`config.mk`:
```
export PLATFORM = sky130hd
export DESIGN_NAME = hazard_stall_controller
export DESIGN_NICKNAME = d
export VERILOG_FILES = /design/src/rtl/hazard_stall_controller.sv
export SDC_FILE = /design/constraint.sdc
export NUM_CORES = 1
export LEC_CHECK = 0
export ABC_CLOCK_PERIOD_IN_PS = 6200
export CAP_MARGIN = 20
export CORE_ASPECT_RATIO = 1.2
export CORE_UTILIZATION = 45
export CTS_CLUSTER_SIZE = 14
export DETAILED_ROUTE_END_ITERATION = 8
export GPL_TIMING_DRIVEN = 0
export MAX_ROUTING_LAYER = met4
export PLACE_DENSITY_LB_ADDON = 0.05
export SLEW_MARGIN = 5
export SYNTH_ARGS = -nofsm -noshare
export SYNTH_HDL_FRONTEND = slang
export SYNTH_SLANG_ARGS = --single-unit
```
`constraint.sdc`:
```
create_clock -name clk_i -period 6.2 [get_ports clk_i]
set_input_delay 1.24 -clock clk_i [delete_from_list [all_inputs] [get_ports clk_i]]
set_output_delay 1.24 -clock clk_i [all_outputs]
set_load 0.03 [all_outputs]
```
`src/rtl/hazard_stall_controller.sv`:
```
// Stall / bubble / flush / freeze sequencer for the 5-stage pipeline.
// Arbitrates memory waits, taken branches and load-use hazards; keeps saturating perf counters.
module hazard_stall_controller #(
    parameter int unsigned LOAD_STALL_CYCLES = 1,
    parameter int unsigned MEM_TIMEOUT       = 64,
    parameter int unsigned CNT_W             = 16
) (
    input  logic             clk_i,
    input  logic             rst_i,
    input  logic             idex_mem_read_i,
    input  logic [4:0]       idex_rt_i,
    input  logic [4:0]       ifid_rs_i,
    input  logic [4:0]       ifid_rt_i,
    input  logic             branch_taken_i,
    input  logic             dmem_req_i,
    input  logic             dmem_ack_i,
    output logic             pc_write_o,
    output logic             ifid_write_o,
    output logic             ifid_flush_o,
    output logic             idex_bubble_o,
    output logic             pipe_hold_o,
    output logic [CNT_W-1:0] stall_cnt_o,
    output logic [CNT_W-1:0] flush_cnt_o,
    output logic             mem_timeout_o
);

    localparam int unsigned WaitW = $clog2(MEM_TIMEOUT + 1);
    localparam logic [WaitW-1:0] WaitMax = WaitW'(MEM_TIMEOUT);
    localparam logic [3:0] LuInit = 4'(LOAD_STALL_CYCLES - 1);

    typedef enum logic [1:0] {
        StRun     = 2'd0,
        StLuStall = 2'd1,
        StMemWait = 2'd2
    } state_e;

    state_e            state_q, state_d;
    logic [3:0]        lu_cnt_q, lu_cnt_d;
    logic [WaitW-1:0]  wait_cnt_q, wait_cnt_d;
    logic [CNT_W-1:0]  stall_cnt_q, flush_cnt_q;
    logic              mem_timeout_q;

    logic lu_haz;
    logic mem_wait;
    logic use_run;
    logic flush_evt;

    assign lu_haz = idex_mem_read_i && (idex_rt_i != 5'd0) &&
                    ((idex_rt_i == ifid_rs_i) || (idex_rt_i == ifid_rt_i));
    assign mem_wait = dmem_req_i && !dmem_ack_i;

    // The cycle that leaves MEM_WAIT is arbitrated exactly like a RUN cycle.
    assign use_run = (state_q == StRun) || ((state_q == StMemWait) && !mem_wait);

    always_comb begin
        pc_write_o    = 1'b1;
        ifid_write_o  = 1'b1;
        ifid_flush_o  = 1'b0;
        idex_bubble_o = 1'b0;
        pipe_hold_o   = 1'b0;
        state_d       = state_q;
        lu_cnt_d      = lu_cnt_q;
        wait_cnt_d    = wait_cnt_q;
        flush_evt     = 1'b0;

        unique case (state_q)
            StRun: ;
            StLuStall: begin
                if (mem_wait) begin
                    pc_write_o    = 1'b0;
                    ifid_write_o  = 1'b0;
                    idex_bubble_o = 1'b1;
                    pipe_hold_o   = 1'b1;
                end else if (branch_taken_i) begin
                    ifid_flush_o  = 1'b1;
                    idex_bubble_o = 1'b1;
                    flush_evt     = 1'b1;
                    lu_cnt_d      = 4'd0;
                    state_d       = StRun;
                end else begin
                    pc_write_o    = 1'b0;
                    ifid_write_o  = 1'b0;
                    idex_bubble_o = 1'b1;
                    lu_cnt_d      = lu_cnt_q - 4'd1;
                    if (lu_cnt_q <= 4'd1) begin
                        lu_cnt_d = 4'd0;
                        state_d  = StRun;
                    end
                end
            end
            StMemWait: begin
                if (mem_wait) begin
                    pc_write_o   = 1'b0;
                    ifid_write_o = 1'b0;
                    pipe_hold_o  = 1'b1;
                    if (wait_cnt_q != WaitMax) begin
                        wait_cnt_d = wait_cnt_q + WaitW'(1);
                    end
                end else begin
                    wait_cnt_d = '0;
                    state_d    = StRun;
                end
            end
            default: begin
                state_d    = StRun;
                lu_cnt_d   = 4'd0;
                wait_cnt_d = '0;
            end
        endcase

        if (use_run) begin
            if (mem_wait) begin
                pc_write_o   = 1'b0;
                ifid_write_o = 1'b0;
                pipe_hold_o  = 1'b1;
                wait_cnt_d   = WaitW'(1);
                state_d      = StMemWait;
            end else if (branch_taken_i) begin
                // A coincident load-use hazard is moot: its consumer is being flushed.
                ifid_flush_o  = 1'b1;
                idex_bubble_o = 1'b1;
                flush_evt     = 1'b1;
            end else if (lu_haz) begin
                pc_write_o    = 1'b0;
                ifid_write_o  = 1'b0;
                idex_bubble_o = 1'b1;
                if (LOAD_STALL_CYCLES > 1) begin
                    lu_cnt_d = LuInit;
                    state_d  = StLuStall;
                end
            end
        end

        // No residual hold while reset is asserted, whatever the inputs say.
        if (!rst_i) begin
            pc_write_o    = 1'b1;
            ifid_write_o  = 1'b1;
            ifid_flush_o  = 1'b0;
            idex_bubble_o = 1'b0;
            pipe_hold_o   = 1'b0;
            flush_evt     = 1'b0;
        end
    end

    always_ff @(posedge clk_i or negedge rst_i) begin
        if (!rst_i) begin
            state_q       <= StRun;
            lu_cnt_q      <= 4'd0;
            wait_cnt_q    <= '0;
            stall_cnt_q   <= '0;
            flush_cnt_q   <= '0;
            mem_timeout_q <= 1'b0;
        end else begin
            state_q    <= state_d;
            lu_cnt_q   <= lu_cnt_d;
            wait_cnt_q <= wait_cnt_d;
            if (!pc_write_o && (stall_cnt_q != '1)) begin
                stall_cnt_q <= stall_cnt_q + CNT_W'(1);
            end
            if (flush_evt && (flush_cnt_q != '1)) begin
                flush_cnt_q <= flush_cnt_q + CNT_W'(1);
            end
            if (mem_wait && (wait_cnt_d == WaitMax)) begin
                mem_timeout_q <= 1'b1;
            end
        end
    end

    assign stall_cnt_o   = stall_cnt_q;
    assign flush_cnt_o   = flush_cnt_q;
    assign mem_timeout_o = mem_timeout_q;

endmodule
```
==> metrics <==
fraction of power spent switching nets=39.42%; sequential share of power=41.4%; Num Clock Sinks=46; part of the Yosys area used for sequential elements=42.79%; clock latency at the later pin of the worst-skew pair=0.29 ns; count of boundary I/O pins=59; Post-Synthesis Net Count=302; leakage dissipation=1.510 nW; CTS-repair resized insts=0; Residual DRC=0; Starting Density=47.15%; gate count after technology mapping=271; switching power=0.3835 mW; path category of the worst min-delay check=register to register; ys flop type=sky130_fd_sc_hd__dfrtp_1; Die ar.=0.006292 mm2; data required time of the worst path=4.96 ns; Yosys Warn Count=0; total detailed-routing wirelength=5707 um; CTS root buffer=sky130_fd_sc_hd__clkbuf_8; Final Power=0.9730 mW; fraction of synthesis flops using an asynchronous set or reset pin=100.0%; Mean Syn Cell Area=9.926 um2; final critical-path share of the clock period=80.19%; maximum number of pins on one net before global-route repair=37; Cell Pwr Density=279.9 mW/mm2; setup slack of the worst register-to-register path=3.64 ns; first-pass GRT wire length=9839 um; maximum net fanout on the critical path=8; die extent in y=86.70 um; initial antenna violation count=0; Bufs on Longest Clock Path=2; worst vdd rail ir drop=0.0002433 V; standard cell core area=0.005705 mm2; count of port buffers added during placement=58; CP Class=primary input to output pin; minimum period implied by the final worst setup slack=4.972 ns; via count of the first global-routing pass=2140; combinational share of power=39.7%; status=finished clean; area of the mapped netlist=0.002690 mm2; cell row count=30; TritonCTS clock tree=yes; DRT Pass-1 Iters=5; fraction of layout instances using a drive strength above 1=8.876%; count of final max-slew check failures=0; # nets final=368; count of cell types in the netlist=54; maximum achievable frequency=0.2011 GHz; GRT Residual Overflow=0; category of the worst setup path capture point=output pin; clk slew on worst S/H paths=0.09 ns; synthesis-to-finish area growth=29.21%; clock power share=18.9%; Crit path arrival time=3.73 ns; Critical Path Source Type=primary input; number of buffers inserted by hold repair at cts=0; number of failing hold endpoints at the final stage=0; DRC marker count from the first detailed-route iteration=81; setup repair after global routing missed its margin=no; Cell Count, Final, Fillers Out=418; Antenna Nets Post-Route=0; # Post-CTS Setup Buffers=0; number of register bits inferred by synthesis=46; antenna cell count=0; pin slew with the least headroom to its limit=0.6742 ns; via density per instance=5.201; EDFF count, synth=0; number of buffers added by the clock tree synthesis step=5; cell-internal power=0.5895 mW; dpl hpwl=4271 um; number of placed instances with taps included=410; routed wirelength normalized by instance count=13.65 um; level count of the clock H-tree=2; Setup Skew=0.006659 ns; die boundary width=72.58 um; total number of vias=2174; GR Util All Layers=20.25%; total of max-cap violations=0; final setup violating endpoints=0; GP Congestion=0.7687; Relative slew margins=54.48%
[cells in the mapped netlist, types with 2 or more instances]
library cell	instances	share of area (%)
sky130_fd_sc_hd__nand2_1	23	3.2
sky130_fd_sc_hd__nor2_1	24	3.3
sky130_fd_sc_hd__or2_2	2	0.47
sky130_fd_sc_hd__xnor2_1	26	8.5
sky130_fd_sc_hd__ha_1	10	4.7
sky130_fd_sc_hd__a21oi_1	9	1.7
sky130_fd_sc_hd__o21ai_0	12	2.2
sky130_fd_sc_hd__nand2b_1	6	1.4
sky130_fd_sc_hd__nand3b_1	6	1.7
sky130_fd_sc_hd__xor2_1	13	4.2
sky130_fd_sc_hd__nand3_1	12	2.2
sky130_fd_sc_hd__nand4_1	10	2.3
sky130_fd_sc_hd__inv_1	13	1.8
sky130_fd_sc_hd__dfrtp_1	46	43
sky130_fd_sc_hd__nor2b_1	2	0.47
sky130_fd_sc_hd__nor4_2	2	0.93
sky130_fd_sc_hd__and2_1	2	0.47
sky130_fd_sc_hd__nor3_1	9	1.7
sky130_fd_sc_hd__and3_1	9	2.1
[area by class of cell]
type	instances	area [um2]
fill	521	2230
multi-input combinational	211	1483
sequential	46	1151
timing repair buffer	59	595.6
tap	80	100.1
clock buffer	5	68.82
inverter	13	48.80
clock inverter	3	21.27
buffer	1	7.507
[metrics by stage]
step / TNS [ns] / setup WS [ns] / cell area [um2] / util (%) / hold slack [ns]
final: 0 / 1.228 / 3476 / 60.92 / 0.4732
after global routing: 0 / 1.076 / 3476 / 60.92 / 0.5047
after CTS: 0 / 1.204 / 3476 / 60.92 / 0.4767
after detailed placement: 0 / 1.207 / 3386 / 59.34 / 0.4592
after global placement: -0.02350 / -0.02350 / 3371 / 59.08 / 0.4618
after floorplan: 0 / 2.297 / 2690 / - / 0.4468
[cells in the final DEF (no fill, tap or decap), types with 2 or more instances in the layout]
cell type                         instances
sky130_fd_sc_hd__clkdlybuf4s50_1         57
sky130_fd_sc_hd__dfrtp_1                 46
sky130_fd_sc_hd__xnor2_1                 26
sky130_fd_sc_hd__nor2_1                  24
sky130_fd_sc_hd__nand2_1                 23
sky130_fd_sc_hd__inv_1                   13
sky130_fd_sc_hd__xor2_1                  13
sky130_fd_sc_hd__o21ai_0                 12
sky130_fd_sc_hd__nand3_1                 12
sky130_fd_sc_hd__nand4_1                 10
sky130_fd_sc_hd__ha_1                    10
sky130_fd_sc_hd__a21oi_1                  9
sky130_fd_sc_hd__and3_1                   9
sky130_fd_sc_hd__nor3_1                   9
sky130_fd_sc_hd__nand3b_1                 6
sky130_fd_sc_hd__nand2b_1                 6
sky130_fd_sc_hd__clkbuf_8                 5
sky130_fd_sc_hd__and2_1                   2
sky130_fd_sc_hd__or2_2                    2
sky130_fd_sc_hd__nor2b_1                  2
sky130_fd_sc_hd__nor4_2                   2
[worst max-delay path: stages]
cell and delay (ns):
sky130_fd_sc_hd__clkdlybuf4s50_1 0.47, sky130_fd_sc_hd__or4_1 0.57, sky130_fd_sc_hd__o21ai_2 0.20, sky130_fd_sc_hd__nor3_1 0.10, sky130_fd_sc_hd__a31oi_4 0.33, sky130_fd_sc_hd__buf_4 0.16, sky130_fd_sc_hd__clkdlybuf4s50_1 0.65
[logic make-up (layout without fill, tap and decap cells)]
logic type | after synthesis | in the layout | share of synthesized area [%]
multiplexers | 2 | 2 | 0.8371
AND/OR/NAND/NOR | 121 | 121 | 25.26
flip-flops | 46 | 46 | 42.79
XOR/XNOR | 39 | 39 | 12.70
adder cells (fa/ha/maj) | 10 | 10 | 4.651
buffers and inverters | 14 | 81 | 2.093
AO/OA/AOI/OAI | 39 | 39 | 11.68
[registers in the layout (all words and copies together) (netlist names)]
| register | count |
|---|---|
| state_q | 2 |
| flush_cnt_o | 16 |
| mem_timeout_o | 1 |
| wait_cnt_q | 7 |
| stall_cnt_o | 16 |
| lu_cnt_q | 4 |
[final timing paths]
check	start	to	depth (start not counted)
worst max-delay path	idex_rt_i[1]	pc_write_o	7
worst min-delay path	mem_timeout_o	mem_timeout_o	1
worst max register to register	state_q[1]	stall_cnt_o[1]	7
worst min register to register	mem_timeout_o	mem_timeout_o	1
max in group asynchronous	rst_i	lu_cnt_q[3]	2
min in group asynchronous	rst_i	wait_cnt_q[6]	1
[power by group through the flow]
stage / Combinational [mW] / Sequential [mW] / Clock (mW)
floorplan: 0.181 / 0.462 / 0
global placement: 0.382 / 0.408 / 0
detailed placement: 0.388 / 0.409 / 0
CTS: 0.391 / 0.403 / 0.189
global route: 0.421 / 0.412 / 0.201
finish: 0.386 / 0.402 / 0.184
[metal layers]
metal | wire (um) | global-route usage [%] | up-vias | part of all wire (%)
met2 | 2949 | 34.83 | 46 | 52
li1 | - | - | 1083 | -
met5 | 0 | - | - | 0
met1 | 2521 | 24.94 | 1038 | 44
met4 | 66 | 5.348 | 0 | 1.2
met3 | 170 | 2.674 | 7 | 3.0
Power figures use the tool's default switching activity.
